<file path="config.mk">
export PLATFORM = sky130hd
export DESIGN_NAME = fp_mul_norm_round_flat
export DESIGN_NICKNAME = d
export VERILOG_FILES = /design/src/rtl/fp_mul_pkg.sv /design/src/rtl/fp_mul_norm_round_if.sv /design/src/rtl/fp_round_rne.sv /design/src/rtl/fp_mul_norm_round.sv /design/src/flat_wrapper.sv
export SDC_FILE = /design/constraint.sdc
export NUM_CORES = 1
export LEC_CHECK = 0
export BUFFER_PORTS_ARGS = -buffer_cell sky130_fd_sc_hd__buf_2
export CAP_MARGIN = 0
export CELL_PAD_IN_SITES_DETAIL_PLACEMENT = 1
export CELL_PAD_IN_SITES_GLOBAL_PLACEMENT = 1
export CORE_ASPECT_RATIO = 2
export CORE_MARGIN = 2
export CORE_UTILIZATION = 25
export DETAILED_ROUTE_END_ITERATION = 10
export PLACE_DENSITY_LB_ADDON = 0.1
export SLEW_MARGIN = 20
export SYNTH_ARGS = -nofsm -noshare
export SYNTH_HDL_FRONTEND = slang
export SYNTH_SLANG_ARGS = --single-unit
</file>
<file path="constraint.sdc">
create_clock -name clk -period 4.4 [get_ports clk]
set_input_delay 0.22 -clock clk [delete_from_list [all_inputs] [get_ports clk]]
set_output_delay 0.22 -clock clk [all_outputs]
set_load 0.02 [all_outputs]
</file>
<file path="src/rtl/fp_mul_pkg.sv">
`default_nettype none
//==============================================================================
// fp_mul_pkg : shared constants and stage types for the FP32 multiplier back end
// Rev 1.0
//==============================================================================
package fp_mul_pkg;

  localparam int          FP_BIAS       = 127;
  localparam logic [7:0]  EXP_INF       = 8'hFF;
  localparam logic [30:0] FP_MAX_FINITE = 31'h7F7FFFFF;
  localparam int          PROD_W        = 48;
  localparam int          FRAC_W        = 23;

  // Normalized product carried from stage 1 to stage 2
  typedef struct packed {
    logic              sign;
    logic              exception;
    logic [FRAC_W-1:0] mant;
    logic              g;
    logic              st;
    logic [9:0]        e;
  } norm_t;

endpackage
`default_nettype wire

</file>
<file path="src/rtl/fp_mul_norm_round_if.sv">
`default_nettype none
//==============================================================================
// fp_mul_norm_round_if : product-in / result-out handshake bundle
// Rev 1.0
//==============================================================================
interface fp_mul_norm_round_if;
  import fp_mul_pkg::*;

  logic              in_valid;
  logic              in_ready;
  logic              in_sign;
  logic [8:0]        in_exp;
  logic [PROD_W-1:0] in_product;
  logic              in_exception;
  logic              out_valid;
  logic              out_ready;
  logic [31:0]       result;
  logic              overflow;
  logic              underflow;

  modport master (
    output in_valid, in_sign, in_exp, in_product, in_exception, out_ready,
    input  in_ready, out_valid, result, overflow, underflow
  );

  modport slave (
    input  in_valid, in_sign, in_exp, in_product, in_exception, out_ready,
    output in_ready, out_valid, result, overflow, underflow
  );

endinterface
`default_nettype wire

</file>
<file path="src/rtl/fp_round_rne.sv">
`default_nettype none
//==============================================================================
// fp_round_rne : combinational round-to-nearest-even of a 23-bit fraction
// Rev 1.0
//==============================================================================
module fp_round_rne
  import fp_mul_pkg::*;
#(
  parameter bit ROUND_EN = 1'b1
) (
  input  logic [FRAC_W-1:0] mant,
  input  logic              g,
  input  logic              st,
  input  logic [9:0]        e,
  output logic [FRAC_W-1:0] frac,
  output logic [9:0]        e_out,
  output logic              carry
);

  logic          w_rup;
  logic [FRAC_W:0] w_m24;

  always_comb begin
    w_rup = ROUND_EN && g && (st || mant[0]);
    w_m24 = {1'b0, mant} + {{FRAC_W{1'b0}}, w_rup};
    carry = w_m24[FRAC_W];
    // A carry out means the fraction was all ones: significand becomes 2.0
    frac  = carry ? '0 : w_m24[FRAC_W-1:0];
    e_out = e + {9'd0, carry};
  end

endmodule
`default_nettype wire

</file>
<file path="src/rtl/fp_mul_norm_round.sv">
`default_nettype none
//==============================================================================
// fp_mul_norm_round : two-stage normalize / round / pack back end of FP32 multiply
// Rev 1.0
//==============================================================================
module fp_mul_norm_round
  import fp_mul_pkg::*;
#(
  parameter bit ROUND_EN = 1'b1,
  parameter bit SAT_EN   = 1'b0
) (
  input logic               clk,
  input logic               reset,
  fp_mul_norm_round_if.slave bus
);

  logic              w_adv;
  norm_t             w_norm;
  norm_t             r_s1;
  logic              r_s1_valid;
  logic [FRAC_W-1:0] w_frac;
  logic [9:0]        w_e_out;
  logic              w_carry;
  logic [31:0]       w_result;
  logic              w_ovf;
  logic              w_unf;
  logic              r_out_valid;
  logic [31:0]       r_result;
  logic              r_ovf;
  logic              r_unf;

  // Both stages move as one; a stalled output freezes the whole pipe
  assign w_adv        = !r_out_valid || bus.out_ready;
  assign bus.in_ready = w_adv;

  always_comb begin
    w_norm           = '0;
    w_norm.sign      = bus.in_sign;
    w_norm.exception = bus.in_exception;
    if (bus.in_product[PROD_W-1]) begin
      w_norm.mant = bus.in_product[46:24];
      w_norm.g    = bus.in_product[23];
      w_norm.st   = |bus.in_product[22:0];
      w_norm.e    = {1'b0, bus.in_exp} + 10'd1;
    end else begin
      w_norm.mant = bus.in_product[45:23];
      w_norm.g    = bus.in_product[22];
      w_norm.st   = |bus.in_product[21:0];
      w_norm.e    = {1'b0, bus.in_exp};
    end
  end

  fp_round_rne #(.ROUND_EN(ROUND_EN)) u_round (
    .mant  (r_s1.mant),
    .g     (r_s1.g),
    .st    (r_s1.st),
    .e     (r_s1.e),
    .frac  (w_frac),
    .e_out (w_e_out),
    .carry (w_carry)
  );

  always_comb begin
    w_result = {r_s1.sign, w_e_out[7:0], w_frac};
    w_ovf    = 1'b0;
    w_unf    = 1'b0;
    if (r_s1.exception || w_e_out >= 10'd255) begin
      w_ovf    = 1'b1;
      w_result = SAT_EN ? {r_s1.sign, FP_MAX_FINITE}
                        : {r_s1.sign, EXP_INF, {FRAC_W{1'b0}}};
    end else if (r_s1.e == 10'd0 && !w_carry) begin
      // No denormal support: flush to signed zero
      w_unf    = 1'b1;
      w_result = {r_s1.sign, 31'h0};
    end
  end

  always_ff @(posedge clk or negedge reset) begin
    if (!reset) begin
      r_s1_valid  <= 1'b0;
      r_s1        <= '0;
      r_out_valid <= 1'b0;
      r_result    <= '0;
      r_ovf       <= 1'b0;
      r_unf       <= 1'b0;
    end else if (w_adv) begin
      r_s1_valid  <= bus.in_valid;
      if (bus.in_valid) begin
        r_s1 <= w_norm;
      end
      r_out_valid <= r_s1_valid;
      if (r_s1_valid) begin
        r_result <= w_result;
        r_ovf    <= w_ovf;
        r_unf    <= w_unf;
      end
    end
  end

  assign bus.out_valid = r_out_valid;
  assign bus.result    = r_result;
  assign bus.overflow  = r_ovf;
  assign bus.underflow = r_unf;

endmodule
`default_nettype wire

</file>
<file path="src/flat_wrapper.sv">
// flat-port wrapper written by rule: the top's interface ports become plain ports
module fp_mul_norm_round_flat import fp_mul_pkg::*;
#(
  parameter bit ROUND_EN = 1'b1,
  parameter bit SAT_EN   = 1'b0
)
  (clk, reset, bus_in_valid, bus_in_sign, bus_in_exp, bus_in_product, bus_in_exception, bus_out_ready, bus_in_ready, bus_out_valid, bus_result, bus_overflow, bus_underflow);
  fp_mul_norm_round_if bus_i ();
  input logic clk;
  input logic reset;
  input wire logic [$bits(bus_i.in_valid)-1:0] bus_in_valid;
  input wire logic [$bits(bus_i.in_sign)-1:0] bus_in_sign;
  input wire logic [$bits(bus_i.in_exp)-1:0] bus_in_exp;
  input wire logic [$bits(bus_i.in_product)-1:0] bus_in_product;
  input wire logic [$bits(bus_i.in_exception)-1:0] bus_in_exception;
  input wire logic [$bits(bus_i.out_ready)-1:0] bus_out_ready;
  output wire logic [$bits(bus_i.in_ready)-1:0] bus_in_ready;
  output wire logic [$bits(bus_i.out_valid)-1:0] bus_out_valid;
  output wire logic [$bits(bus_i.result)-1:0] bus_result;
  output wire logic [$bits(bus_i.overflow)-1:0] bus_overflow;
  output wire logic [$bits(bus_i.underflow)-1:0] bus_underflow;
  assign bus_i.in_valid = bus_in_valid;
  assign bus_i.in_sign = bus_in_sign;
  assign bus_i.in_exp = bus_in_exp;
  assign bus_i.in_product = bus_in_product;
  assign bus_i.in_exception = bus_in_exception;
  assign bus_i.out_ready = bus_out_ready;
  assign bus_in_ready = bus_i.in_ready;
  assign bus_out_valid = bus_i.out_valid;
  assign bus_result = bus_i.result;
  assign bus_overflow = bus_i.overflow;
  assign bus_underflow = bus_i.underflow;
  fp_mul_norm_round #(.ROUND_EN(ROUND_EN), .SAT_EN(SAT_EN)) u_core (.clk(clk), .reset(reset), .bus(bus_i));
endmodule
</file>
* Yosys cells after proc, flatten, opt, wreduce, memory -nomap -nowiden
Index checks and enable logic that the tools add are counted.
** Word-level totals
- Register bits after elaboration :: 73
- Logic and storage cells :: 34
- Output and inout bits :: 36
- Input port bits :: 63
** Cells by class
- $add $sub $neg :: 3
- Reduce and logical (&&, ||, !) cells :: 12
- $lt $le $gt $ge :: 1
- Multiplexer cells :: 7
** Operators with widths (count)
- two-way mux 31 bit :: 2
- two-way mux 35 bit :: 1
- adder 23 x 1 -> 24 bit :: 1
- two-way mux 23 bit :: 1
- OR reduction 23 bit :: 1
- OR reduction 22 bit :: 1
- adder 10 x 1 -> 10 bit :: 1
- adder 9 x 1 -> 10 bit, second input constant :: 1
- greater-or-equal comparator 10 x 8 -> 1 bit, second input constant :: 1
- zero test 10 bit :: 1
- AND reduction 2 bit :: 2
- logical OR 1 bit :: 3
- two-way mux 1 bit :: 3
- logical AND 1 bit :: 2
- zero test 1 bit :: 2

* Logic depth before layout (Yosys ltp)
Gate-level depths: netlist of run 1.
- Word-level depth :: 7
- Depth in mapped cells :: 13
- Mapped depth without buffers :: 12

* Cells and area by module
Synthesis of run 1 repeated with hierarchy kept, for this count alone.
** Second synthesis, totals
- Cell total of the unflattened synthesis :: 380
- Area total of the unflattened synthesis :: 3852.4 um^2
** Modules (own cells, without submodules)
- fp_mul_norm_round :: times used 1, sequential area each 1826.8 um^2, cells each 283, area an instance 3165.5 um^2
- fp_round_rne :: times used 1, sequential area each 0.0 um^2, cells each 97, area an instance 686.9 um^2

* Worst setup path before layout of run 1
Ideal clock, no wire load.
- Kind :: register to register
- Start point :: register u_core.r_s1[17] (netlist bit)
- End point :: register u_core.r_result[10], in the netlist u_core.bus.result[10]
- Buffers on the path :: 2
- Arrival time :: 3.254 ns
- Cell stages (with the launch flop) :: 13
- Setup time :: 0.092 ns
- Required time :: 4.308 ns
- Slack :: 1.054 ns
- Clock period less this slack :: 3.346 ns
- Cells stage by stage :: dfrtp_1 > clkbuf_1 > nand4_1 > nor4_1 > and2_1 > ha_1 > ha_1 > and4_4 > nand4_2 > or4b_4 > a211o_4 > buf_6 > o31ai_2
** Between the ends
- Cells in the longest elaborated chain, start to end :: 5
- Elaborated cells on any way between the ends :: 9
- Those cells by class :: add/sub (2); order compare (1); mux (3); reduce/logical (3)
** RTL lines
- start, declared :: line fp_mul_norm_round.sv:19 : norm_t r_s1;
- start signal, assigned :: line fp_mul_norm_round.sv:89 : r_s1 <= w_norm;
- adder 23 x 1 -> 24 bit * :: line fp_round_rne.sv:25 : w_m24 = {1'b0, mant} + {{FRAC_W{1'b0}}, w_rup};
- adder 10 x 1 -> 10 bit / zero test 1 bit (equally long branches) :: line fp_round_rne.sv:29, fp_mul_norm_round.sv:71
- greater-or-equal comparator 10 x 8 -> 1 bit / logical AND 1 bit (equally long branches) :: line fp_mul_norm_round.sv:67, fp_mul_norm_round.sv:71
- logical OR 1 bit / two-way mux 31 bit (equally long branches) :: line fp_mul_norm_round.sv:67, fp_mul_norm_round.sv:71
- two-way mux 31 bit * :: line fp_mul_norm_round.sv:67 : if (r_s1.exception || w_e_out >= 10'd255) begin
- end signal, assigned :: line fp_mul_norm_round.sv:93 : r_result <= w_result;
- end, declared :: line fp_mul_norm_round.sv:28 : logic [31:0] r_result;
Mark *: on every way between the ends. The rest lies on a longest branch, timed or not.
A chain may end at the register's enable or synchronous reset.

* Final worst setup path of run 1
- Start point :: register u_core.r_s1[11] (netlist bit)
- End point :: register u_core.r_result[2], in the netlist u_core.bus.result[2]
** Between the ends
- Cells in the longest elaborated chain, start to end :: 6
- Elaborated cells on any way between the ends :: 10
- Those cells by class :: add/sub (2); order compare (1); mux (3); reduce/logical (4)
** RTL lines
- logical AND 1 bit * :: line fp_round_rne.sv:24 : w_rup = ROUND_EN && g && (st || mant[0]);
- adder 23 x 1 -> 24 bit * :: line fp_round_rne.sv:25
- adder 10 x 1 -> 10 bit / zero test 1 bit (equally long branches) :: line fp_round_rne.sv:29, fp_mul_norm_round.sv:71
- greater-or-equal comparator 10 x 8 -> 1 bit / logical AND 1 bit (equally long branches) :: line fp_mul_norm_round.sv:67, fp_mul_norm_round.sv:71
- logical OR 1 bit / two-way mux 31 bit (equally long branches) :: line fp_mul_norm_round.sv:67, fp_mul_norm_round.sv:71
- two-way mux 31 bit * :: line fp_mul_norm_round.sv:67
Marks and branches as above.

==> summary.md, run 1 <==
| Metric | Value |
|---|---|
| H-Tree Depth | 3 |
| Root Buffer | clkbuf_16 |
| Total Routing Usage GR | ~15% |
| Synthesized Nets | about 480 |
| Switch Pwr | about 740 µW |
| Crit path DAT | between 4000 and 5000 ps |
| Layout cell share with drive strength beyond 1 | ~29% |
| Sw frac | roughly 33% |
| CP delay by family, top | simple AND/OR/NAND/NOR gates |
| Crit Path Category | reg2reg |
| Cell area after synthesis | ~4000 µm² |
| Fin crit period | between 3000 and 4000 ps |
| DRC | 0 |
| Leak | approximately 0.0023 µW |
| Pwr Density | about 450 nW/µm² |
| Period Utilization, post-route | roughly 87% |
| Startpoint types | register |
| Required time of the critical path | between 4000 and 5000 ps |
| Grt ovf | 0 |
| Hold-fix buffers, CTS | 0 |
| Dpl cells | just under 700 |
| Count of final setup violators | 0 |
| Crit-path max cell delay | 560 ps |
| Worst Max-Slew Pin Slew | just under 1000 ps |
| WL/cell | approximately 17 µm |
| Distinct cells, synth | 41 |
| Post-CTS Setup Repair Bufs | 0 |
| Post-synthesis sequential area ratio | 45.8% |
| Wirelength, routed | 12.2 mm |
| Initial core utilization | about a quarter |
| R2R setup slack | 570 ps |
| Syn_area_per_cell | 9.72 µm² |
| Initial antenna violation count | 0 |
| CTS Buffer Depth | 2 |
| Routability cong. | approximately 0.75 |
| Die width | about 93 µm |
| Non-Filler Instances | just over 700 |
| First-pass GRT wire length | approximately 19 mm |
| Std cell rows | 65 |
| R2R depth | 12 |
| Skew-Pair Late Insertion Delay | roughly 330 ps |
| Die Span Y | 183 µm |
| Reg-to-reg startpoint | u_core.r_s1[11] |
| Slowest-stage cell, CP | or4b_4 |
| CTS Sinks | 73 |
| Vias in the first global route | 3555 |
| Max rail drop VDD | approximately 170 µV |
| Vias | 3329 |
| Crit. End Element | register |
| Fin. max-slew vios | 0 |
| Port bufs | 98 |
| Synth Register Bits | 73 |
| Detailed Routing Iterations Pass 1 | 6 |
| CTS tree | done |
| Worst rel slew slack | around 34% |
| Nets@finish | about 570 |
| HPWL Detailed | slightly above 9 mm |
| Fmax | around 260 MHz |
| R2R Path End | u_core.bus.result[2] |
| Unrepaired setup endpoints after global routing | no |
| Synth-to-Final Area Change | 24.4% |
| Min-Delay Path Class | in2async |
| Cells after Synth | 410 |
| Cell mode on critical path | ha_1 |
| Clock skew | 8.00 ps |
| Outcome | finished, final reports clean |
| Max_cap viols | 0 |
| Critical-path cell list | o21a_1 > ha_1 > nand4_1 > nor4_1 > and2_1 > ha_1 > ha_1 > and4_4 > nand4_2 > or4b_4 > a211o_4 > o31ai_1 |
| CP bufs+invs | 0 |
| Antenna diode count | 0 |
| Setup TNS | 0 ps |
| DRT iter0 DRCs | between 60 and 70 |
| Vias per cell | around 4.7 |
| CP Max Fanout | 23 |
| Hold Slack | 33.3 ps |
| Total CTS buffers | 9 |
| CTS resizes | 0 |
| Clock Pin Slew Worst Setup and Hold Paths | roughly 60 ps |
| Antenna viol nets, final | 0 |
| Hold Vio Cnt, Final | 0 |
| Clock Power Share | between 30% and 40% |
| DIE AREA | 17000 µm² |
| Logic pwr share | about a quarter |
| Largest net degree at the start of global routing | between 70 and 80 |
| Core Area | around 16000 µm² |
| # IOs | 99 |
| Filler cells | between 1500 and 2000 |
| Worst path depth | 12 |
| Reg power frac | between 40% and 50% |
| Pint | ~1500 µW |
| Ys Warns | 0 |
worst register-to-register path, stage by stage (launching register included):
cell     delay [ps]
dfrtp_1         370
o21a_1          140
ha_1            180
nand4_1         150
nor4_1          370
and2_1          230
ha_1            220
ha_1            270
and4_4          270
nand4_2         120
or4b_4          560
a211o_4         520
o31ai_1         320
synthesized netlist by cell type:
cell type / instances / area share, %
or3_1: 1 / 0.16
buf_1: 2 / 0.19
nand3_1: 7 / 0.88
a21oi_1: 4 / 0.50
o31ai_2: 18 / 5.6
a32o_1: 2 / 0.50
and2_1: 3 / 0.47
dfrtp_1: 73 / 46
xor2_1: 27 / 5.9
and3_1: 9 / 1.4
a211oi_2: 1 / 0.31
and4_1: 4 / 0.88
inv_1: 7 / 0.66
and4_2: 1 / 0.25
o21ai_0: 37 / 4.6
xnor2_1: 7 / 1.5
nand4_2: 1 / 0.31
and4_4: 1 / 0.28
nor3_1: 2 / 0.25
a21bo_2: 1 / 0.25
nor4_1: 9 / 1.4
a2111oi_0: 1 / 0.22
buf_2: 2 / 0.25
or4b_4: 1 / 0.35
ha_1: 5 / 1.6
o31ai_1: 3 / 0.56
or4_1: 3 / 0.56
a31oi_1: 8 / 1.3
nand2_1: 90 / 8.5
buf_6: 3 / 0.85
nand3b_1: 2 / 0.38
nand4_1: 11 / 1.7
a21boi_0: 1 / 0.19
clkbuf_1: 15 / 1.4
or2_2: 1 / 0.16
a211o_4: 1 / 0.44
o31ai_4: 2 / 1.1
nand2b_1: 1 / 0.16
o21a_1: 1 / 0.19
nor2_1: 17 / 1.6
mux2i_1: 25 / 6.3
flip-flops by register name, summed over array words and instances, names as in the netlist:
signal	count
u_core.r_s1_valid	1
u_core.bus.overflow	1
u_core.r_s1	37
u_core.bus.underflow	1
u_core.bus.out_valid	1
u_core.bus.result	32
layer usage:
layer	track usage, %	share of wire (%)	up-vias
li1	-	-	1635
met1	14.6	33	1631
met2	30.4	62	50
met3	2.64	2.8	13
met4	5.24	1.8	0
met5	0	0	-
per-stage QoR:
stage               utilization (%)  setup slack (ps)  total power [µW]  area, µm²
finish                         31.6               572              2210       4960
CTS                            31.6               500              2260       4960
detailed placement             29.7               557              1500       4660
floorplan                         -              1050              1270       3990
global route                   31.6               261              2350       4960
global placement               29.7               712              1490       4660
power by group through the flow:
stage | sequential (µW) | combinational [µW] | clock (µW)
2_1_floorplan | 997 | 269 | 0
3_3_place_gp | 945 | 547 | 0
3_5_place_dp | 952 | 553 | 0
4_1_cts | 940 | 555 | 769
5_1_grt | 957 | 601 | 793
6_report | 933 | 539 | 739
worst max-delay path by stage:
stage	from	to	slack [ps]
after floorplan	u_core.r_s1[17]	u_core.bus.result[10]	1050
after global placement	u_core.r_s1[12]	u_core.bus.result[4]	710
after detailed placement	u_core.r_s1[10]	u_core.bus.result[2]	560
after CTS	u_core.r_s1[11]	u_core.bus.result[2]	500
after global routing	u_core.r_s1[12]	u_core.bus.result[2]	260
final	u_core.r_s1[11]	u_core.bus.result[2]	570
layout make-up:
| class | count | area [µm²] | area share (%) |
|---|---|---|---|
| sequential | 73 | 1830 | 36.8 |
| clock buffer | 12 | 256 | 5.17 |
| multi-input combinational | 308 | 2030 | 41.0 |
| tap | 201 | 251 | 5.07 |
| clock inverter | 3 | 40.0 | 0.807 |
| timing repair buffer | 102 | 523 | 10.5 |
| inverter | 7 | 26.3 | 0.530 |
logic make-up after synthesis:
logic type	synth area share, %
buf+inv	3.36
compound gates	15.8
xor+xnor	7.47
fa+ha+maj	1.57
mux	6.28
simple gates	19.7
flops	45.8
layout by cell type, fill, tap and decap left out, types with 2 or more instances in the layout:
master / n
o31ai_4: 2
and4_1: 4
a21oi_1: 4
o31ai_1: 3
ha_1: 5
nor2_1: 17
o21ai_0: 37
clkinv_2: 2
a32o_1: 2
xor2_1: 27
nand2_1: 89
buf_4: 5
clkbuf_8: 2
a31oi_1: 8
or4_1: 3
xnor2_1: 7
and2_1: 3
nor3_1: 2
clkbuf_16: 9
o31ai_2: 18
nand3b_1: 2
dfrtp_1: 73
nor4_1: 8
nand4_1: 11
and3_1: 9
nand3_1: 7
mux2i_1: 25
inv_1: 7
buf_2: 97
Power figures use the tool's default switching activity.
==> run 2: changes to the inputs <==
Settings changed: ABC_AREA set to 1.
==> summary.md, run 2 <==
| Metric | Value |
|---|---|
| Cells after Synth | a little over 600 |
| Dpl cells | 898 |
| Distinct cells, synth | 37 |
| Ys flop type | dfrtp_1 |
| Antenna diode count | 0 |
| First-pass GRT wire length | 25.1 mm |
| Non-Filler Instances | about 910 |
| Max_cap viols | 0 |
| Outcome | finished, final reports clean |
| H-Tree Depth | 3 |
| Max reg flops | 37 |
| Synth-to-Final Area Change | 20.8% |
| Ys Warns | 0 |
| Port bufs | slightly below 100 |
| Synth top area cells | dfrtp_1 42%, nand2_1 18%, nor2_1 7.6% |
| Fmax | 323 MHz |
| Syn_area_per_cell | 7.18 µm² |
| Hold Vio Cnt, Final | 0 |
| Crit Path Category | reg2reg |
| Commonest non-fill, non-tap cell in the layout | nand2_1 |
| Startpoint types | register |
| Area after DPL | approximately 5000 µm² |
| Die Span Y | around 190 µm |
| Post-synth top area cell | dfrtp_1 |
| Final non-filler cell area | approximately 5300 µm² |
| Root Buffer | clkbuf_16 |
| Setup TNS | 0 ps |
| CTS Buffer Depth | 2 |
| Min-Delay Path Class | in2async |
| Post-synth EDFFs | 0 |
| Async S/R FF share, synth | 100% |
| Post-place setup slack | between 1000 and 1500 ps |
| DRT iter0 DRCs | about 100 |
| Vias | about 4200 |
| Skew-Pair Late Insertion Delay | approximately 340 ps |
| Fin. max-slew vios | 0 |
| Vias in the first global route | roughly 4700 |
| Required time of the critical path | roughly 4600 ps |
| CTS tree | done |
| CP Max Fanout | 24 |
| Core Area | roughly 17000 µm² |
| Total CTS buffers | 9 |
| Hold-fix buffers, CTS | 0 |
| Crit. End Element | register |
| Clock skew | between 10 and 15 ps |
| Initial core utilization | between 20 and 30% |
| Crit path DAT | approximately 3300 ps |
| Post-CTS Setup Repair Bufs | 0 |
| # IOs | 99 |
| Final setup margin | 1300 ps |
| DIE AREA | 18600 µm² |
| Fin crit period | 3100 ps |
| Max rail drop VDD | 162 µV |
| Top-area cell type share of the netlist area | a little over two fifths |
| Worst Max-Slew Pin Slew | between 900 and 1000 ps |
| Grt ovf | 0 |
| CTS Sinks | 73 |
| Total Routing Usage GR | approximately 17% |
| Pwr Density | 426 nW/µm² |
| Cell area after synthesis | 4370 µm² |
| Clock Pin Slew Worst Setup and Hold Paths | ~60 ps |
| Largest net degree at the start of global routing | 74 |
| DRC | 0 |
| Synthesized Nets | approximately 680 |
| Worst rel slew slack | a little over a third |
| Synth cell count leaders | 204 x nand2_1, 89 x nor2_1, 73 x dfrtp_1 |
| Std cell rows | 68 |
| Count leader, synth | nand2_1 |
| HPWL Detailed | ~12 mm |
| Count of final setup violators | 0 |
| Most flops, register | u_core.r_s1 |
| Wirelength, routed | between 15 and 20 mm |
| Synth Register Bits | 73 |
| Period Utilization, post-route | ~70% |
| Antenna viol nets, final | 0 |
| Most frequent cells in the layout | 204 x nand2_1, 97 x buf_2, 89 x nor2_1 |
| Leak | approximately 0.0027 µW |
| Nets@finish | approximately 770 |
| Vias per cell | about 4.6 |
| Routability cong. | 0.830 |
| CTS resizes | 0 |
| Initial antenna violation count | 0 |
| Die width | approximately 100 µm |
| WL/cell | between 15 and 20 µm |
| Layout cell share with drive strength beyond 1 | 20.0% |
| Post-synthesis sequential area ratio | between 40% and 50% |
| Unrepaired setup endpoints after global routing | no |
| Detailed Routing Iterations Pass 1 | 4 |
[run 2: area by class of cell]
type / instances / area [µm²]
Inverter: 63 / 236
Clock buffer: 11 / 253
Sequential cell: 73 / 1830
Fill cell: 2192 / 11900
Clock inverter: 5 / 30.0
Multi-Input combinational cell: 451 / 2160
Timing Repair Buffer: 101 / 515
Tap cell: 210 / 263
[run 2: per-layer routing]
metal / vias to the layer above / wire, µm / GRT usage [%]
met3: 19 / 342 / 2.49
li1: 2130 / - / -
met5: - / 0 / 0
met4: 0 / 363 / 6.36
met1: 2026 / 5340 / 16.5
met2: 58 / 9450 / 36.6
[run 2: critical path: stages (launching register included)]
cell,delay [ps]
dfrtp_1,370
nor2_1,50
nor2_1,90
ha_1,320
nand3_1,170
nor2_1,130
nand3_1,110
inv_1,80
ha_1,210
ha_1,220
nand2_2,110
inv_1,100
nand2_1,60
nand2_1,60
nand2_1,70
nor2_2,160
nand3_4,270
nand2_4,210
nand2_2,60
and2_1,130
[run 2: path summary, 6_finish.rpt]
check	from	endpoint	slack (ps)	cells past startpoint
setup / recovery	u_core.r_s1[12]	u_core.bus.underflow	1300	19
hold / removal	reset	u_core.bus.result[10]	40	1
setup reg to reg	u_core.r_s1[12]	u_core.bus.underflow	1300	19
hold reg to reg	u_core.bus.result[31]	u_core.bus.result[31]	470	2
max in group asynchronous	reset	u_core.bus.result[1]	3740	1
min in group clk	bus_in_exception	u_core.r_s1[35]	70	3
[run 2: stage by stage]
step	power (µW)	utilization, %	hold WS (ps)
after floorplan	1320	-	-75.6
after global placement	1570	29.1	423
after detailed placement	1590	29.1	429
after CTS	2310	30.7	63.4
after global routing	2420	30.7	77.1
final	2250	30.7	42.5
[run 2: cells by family after synthesis]
logic type,Yosys count,share of synthesized area [%]
DFF,73,41.8
xor gates and xnor gates,12,2.40
AOI/OAI and AO/OA,63,8.90
adders and majority gates,5,1.43
and+or+nand+nor,371,36.6
buffers and inverters,85,8.87
[run 2: where the power goes]
part           internal, µW  switching (µW)
sequential              794             121
clock                   409             296
combinational           211             421
total                  1410             838
==> run 3: changes to the inputs <==
Settings changed: ABC_AREA 1 to 0.
Clock period 4.4 ns to 3 ns, I/O delays scaled along.
==> summary.md, run 3 (same netlist as run 1, synthesis figures left out) <==
| Metric | Value |
|---|---|
| DRC | 0 |
| Crit. End Element | register |
| Antenna viol nets, final | 0 |
| Worst rel slew slack | about a third |
| Most frequent cells in the layout | 97 x buf_2, 89 x nand2_1, 73 x dfrtp_1 |
| Dpl cells | 741 |
| Max rail drop VDD | roughly 250 µV |
| Nets@finish | 623 |
| Pint | between 2000 and 2500 µW |
| Grt ovf | 0 |
| Clock skew | about 5.0 ps |
| Clock Power Share | a little under a third |
| Die Span Y | between 150 and 200 µm |
| Core Area | around 16000 µm² |
| Detailed Routing Iterations Pass 1 | 4 |
| Skew-Pair Late Insertion Delay | 330 ps |
| CTS tree | done |
| Vias | about 3600 |
| Slowest-stage cell, CP | or4b_4 |
| Logic pwr share | between 20% and 30% |
| Hold Vio Cnt, Final | 11 |
| Max reg flops | 37 |
| Most flops, register | u_core.r_s1 |
| Crit path DAT | 3600 ps |
| Initial antenna violation count | 0 |
| Fin. max-slew vios | 0 |
| Pwr Density | 610 nW/µm² |
| Fmax | between 200 and 300 MHz |
| Min-Delay Path Class | in2async |
| Cell mode on critical path | ha_2 |
| Setup TNS | -10750 ps |
| Fin crit period | between 3000 and 4000 ps |
| Hold Slack | -27.9 ps |
| Period Utilization, post-route | 112% |
| # IOs | between 90 and 100 |
| WL/cell | roughly 17 µm |
| Power Total | roughly 3400 µW |
| Max_cap viols | 0 |
| Layout cell share with drive strength beyond 1 | between 30% and 40% |
| DIE AREA | 17000 µm² |
| H-Tree Depth | 3 |
| Crit-path max cell delay | ~540 ps |
| Largest net degree at the start of global routing | 74 |
| Commonest non-fill, non-tap cell in the layout | buf_2 |
| CTS Sinks | 73 |
| Total CTS buffers | 9 |
| Startpoint types | register |
| Root Buffer | clkbuf_16 |
| Non-Filler Instances | about 760 |
| Clock Pin Slew Worst Setup and Hold Paths | approximately 60 ps |
| Total Routing Usage GR | between 15 and 20% |
| Die width | approximately 93 µm |
| Leak | 0.00257 µW |
| HPWL Detailed | a little under 10 mm |
| Vias per cell | about 4.7 |
| CP Max Fanout | 12 |
| Std cell rows | between 60 and 70 |
| Crit Path Category | reg2reg |
| Switch Pwr | 1130 µW |
| Post-place setup slack | -398 ps |
| First-pass GRT wire length | slightly above 20 mm |
| Required time of the critical path | 3240 ps |
| Final setup margin | -359 ps |
| Sw frac | between 30% and 40% |
| CP delay by family, top | simple AND/OR/NAND/NOR gates |
| Worst Max-Slew Pin Slew | 1000 ps |
| Count of final setup violators | 33 |
| Unrepaired setup endpoints after global routing | yes |
| CP bufs+invs | 1 |
| Routability cong. | roughly 0.78 |
| Fin util | ~35% |
| Failing checks | hold timing, setup timing |
| DRT iter0 DRCs | between 80 and 90 |
| CTS Buffer Depth | 2 |
| Reg power frac | between 30 and 40% |
| Port bufs | 98 |
| Wirelength, routed | approximately 13 mm |
| Critical-path cell list | o21a_1 > ha_2 > nand4_1 > nor4_2 > and2_1 > ha_2 > ha_4 > and4_4 > nand4_2 > or4b_4 > a211o_4 > buf_12 > o31ai_2 |
| Hold-fix buffers, CTS | 0 |
| Vias in the first global route | about 4000 |
| Filler cells | about 1800 |
| Outcome | complete, but fails checks |
| Antenna diode count | 0 |
| Synth-to-Final Area Change | 39.2% |
| Initial core utilization | 25.4% |
run 3: cell types whose count changed in the layout (fill, tap and decap cells not counted), sizes merged, moves of 15 or more:
cell,delta
o31ai,+23
nand3,-17
nand4,-15
nand2,-119
inv,-55
mux2i,+25
xor2,+17
nor2,-79
o21ai,+19
buf,+55
run 3: final timing paths:
check                                startpoint                    end  slack, ps  cells past startpoint
worst max-delay path            u_core.r_s1[12]  u_core.bus.result[13]       -360                     13
worst min-delay path                      reset         u_core.r_s1[4]        -30                      1
worst max register to register  u_core.r_s1[12]  u_core.bus.result[13]       -360                     13
worst min register to register  u_core.r_s1[36]        u_core.r_s1[36]        480                      2
max in group asynchronous                 reset      u_core.r_s1_valid       2370                      1
min in group clk                    bus_in_sign        u_core.r_s1[36]         20                      3
run 3: stage by stage:
stage | area [µm²] | hold slack, ps
finish | 5550 | -27.9
global route | 5550 | 27.6
CTS | 5430 | 4.95
detailed placement | 5120 | 361
global placement | 5120 | 361
floorplan | 4020 | -146
run 3: metal layers:
| layer | wire length (µm) | GRT usage [%] | up-vias |
|---|---|---|---|
| met5 | 0 | 0 | - |
| li1 | - | - | 1742 |
| met3 | 333 | 2.81 | 19 |
| met4 | 289 | 5.94 | 0 |
| met2 | 7550 | 31.3 | 65 |
| met1 | 4520 | 16.0 | 1746 |
run 3: area by class of cell:
type,instances,area (µm²),share of cell area (%)
clock buffers,11,243,4.37
flip-flops and latches,73,1830,32.9
clock inverters,3,42.5,0.766
well taps,201,251,4.53
inverters,7,26.3,0.473
repair buffers,156,998,18.0
multi-input cells,308,2160,39.0
run 3: timing repair:
action                                  CTS  global route
cloned                                    0             1
buffers inserted                          1             2
endpoints found under the setup margin   33            33
pin swaps                                 0             5
resized for setup                         2            15
run 3: power by group through the flow:
stage / Combinational (µW) / Clock, µW / Sequential, µW
floorplan: 399 / 0 / 1460
global placement: 966 / 0 / 1340
detailed placement: 981 / 0 / 1340
CTS: 991 / 1110 / 1330
global route: 1120 / 1140 / 1360
finish: 1010 / 1060 / 1320
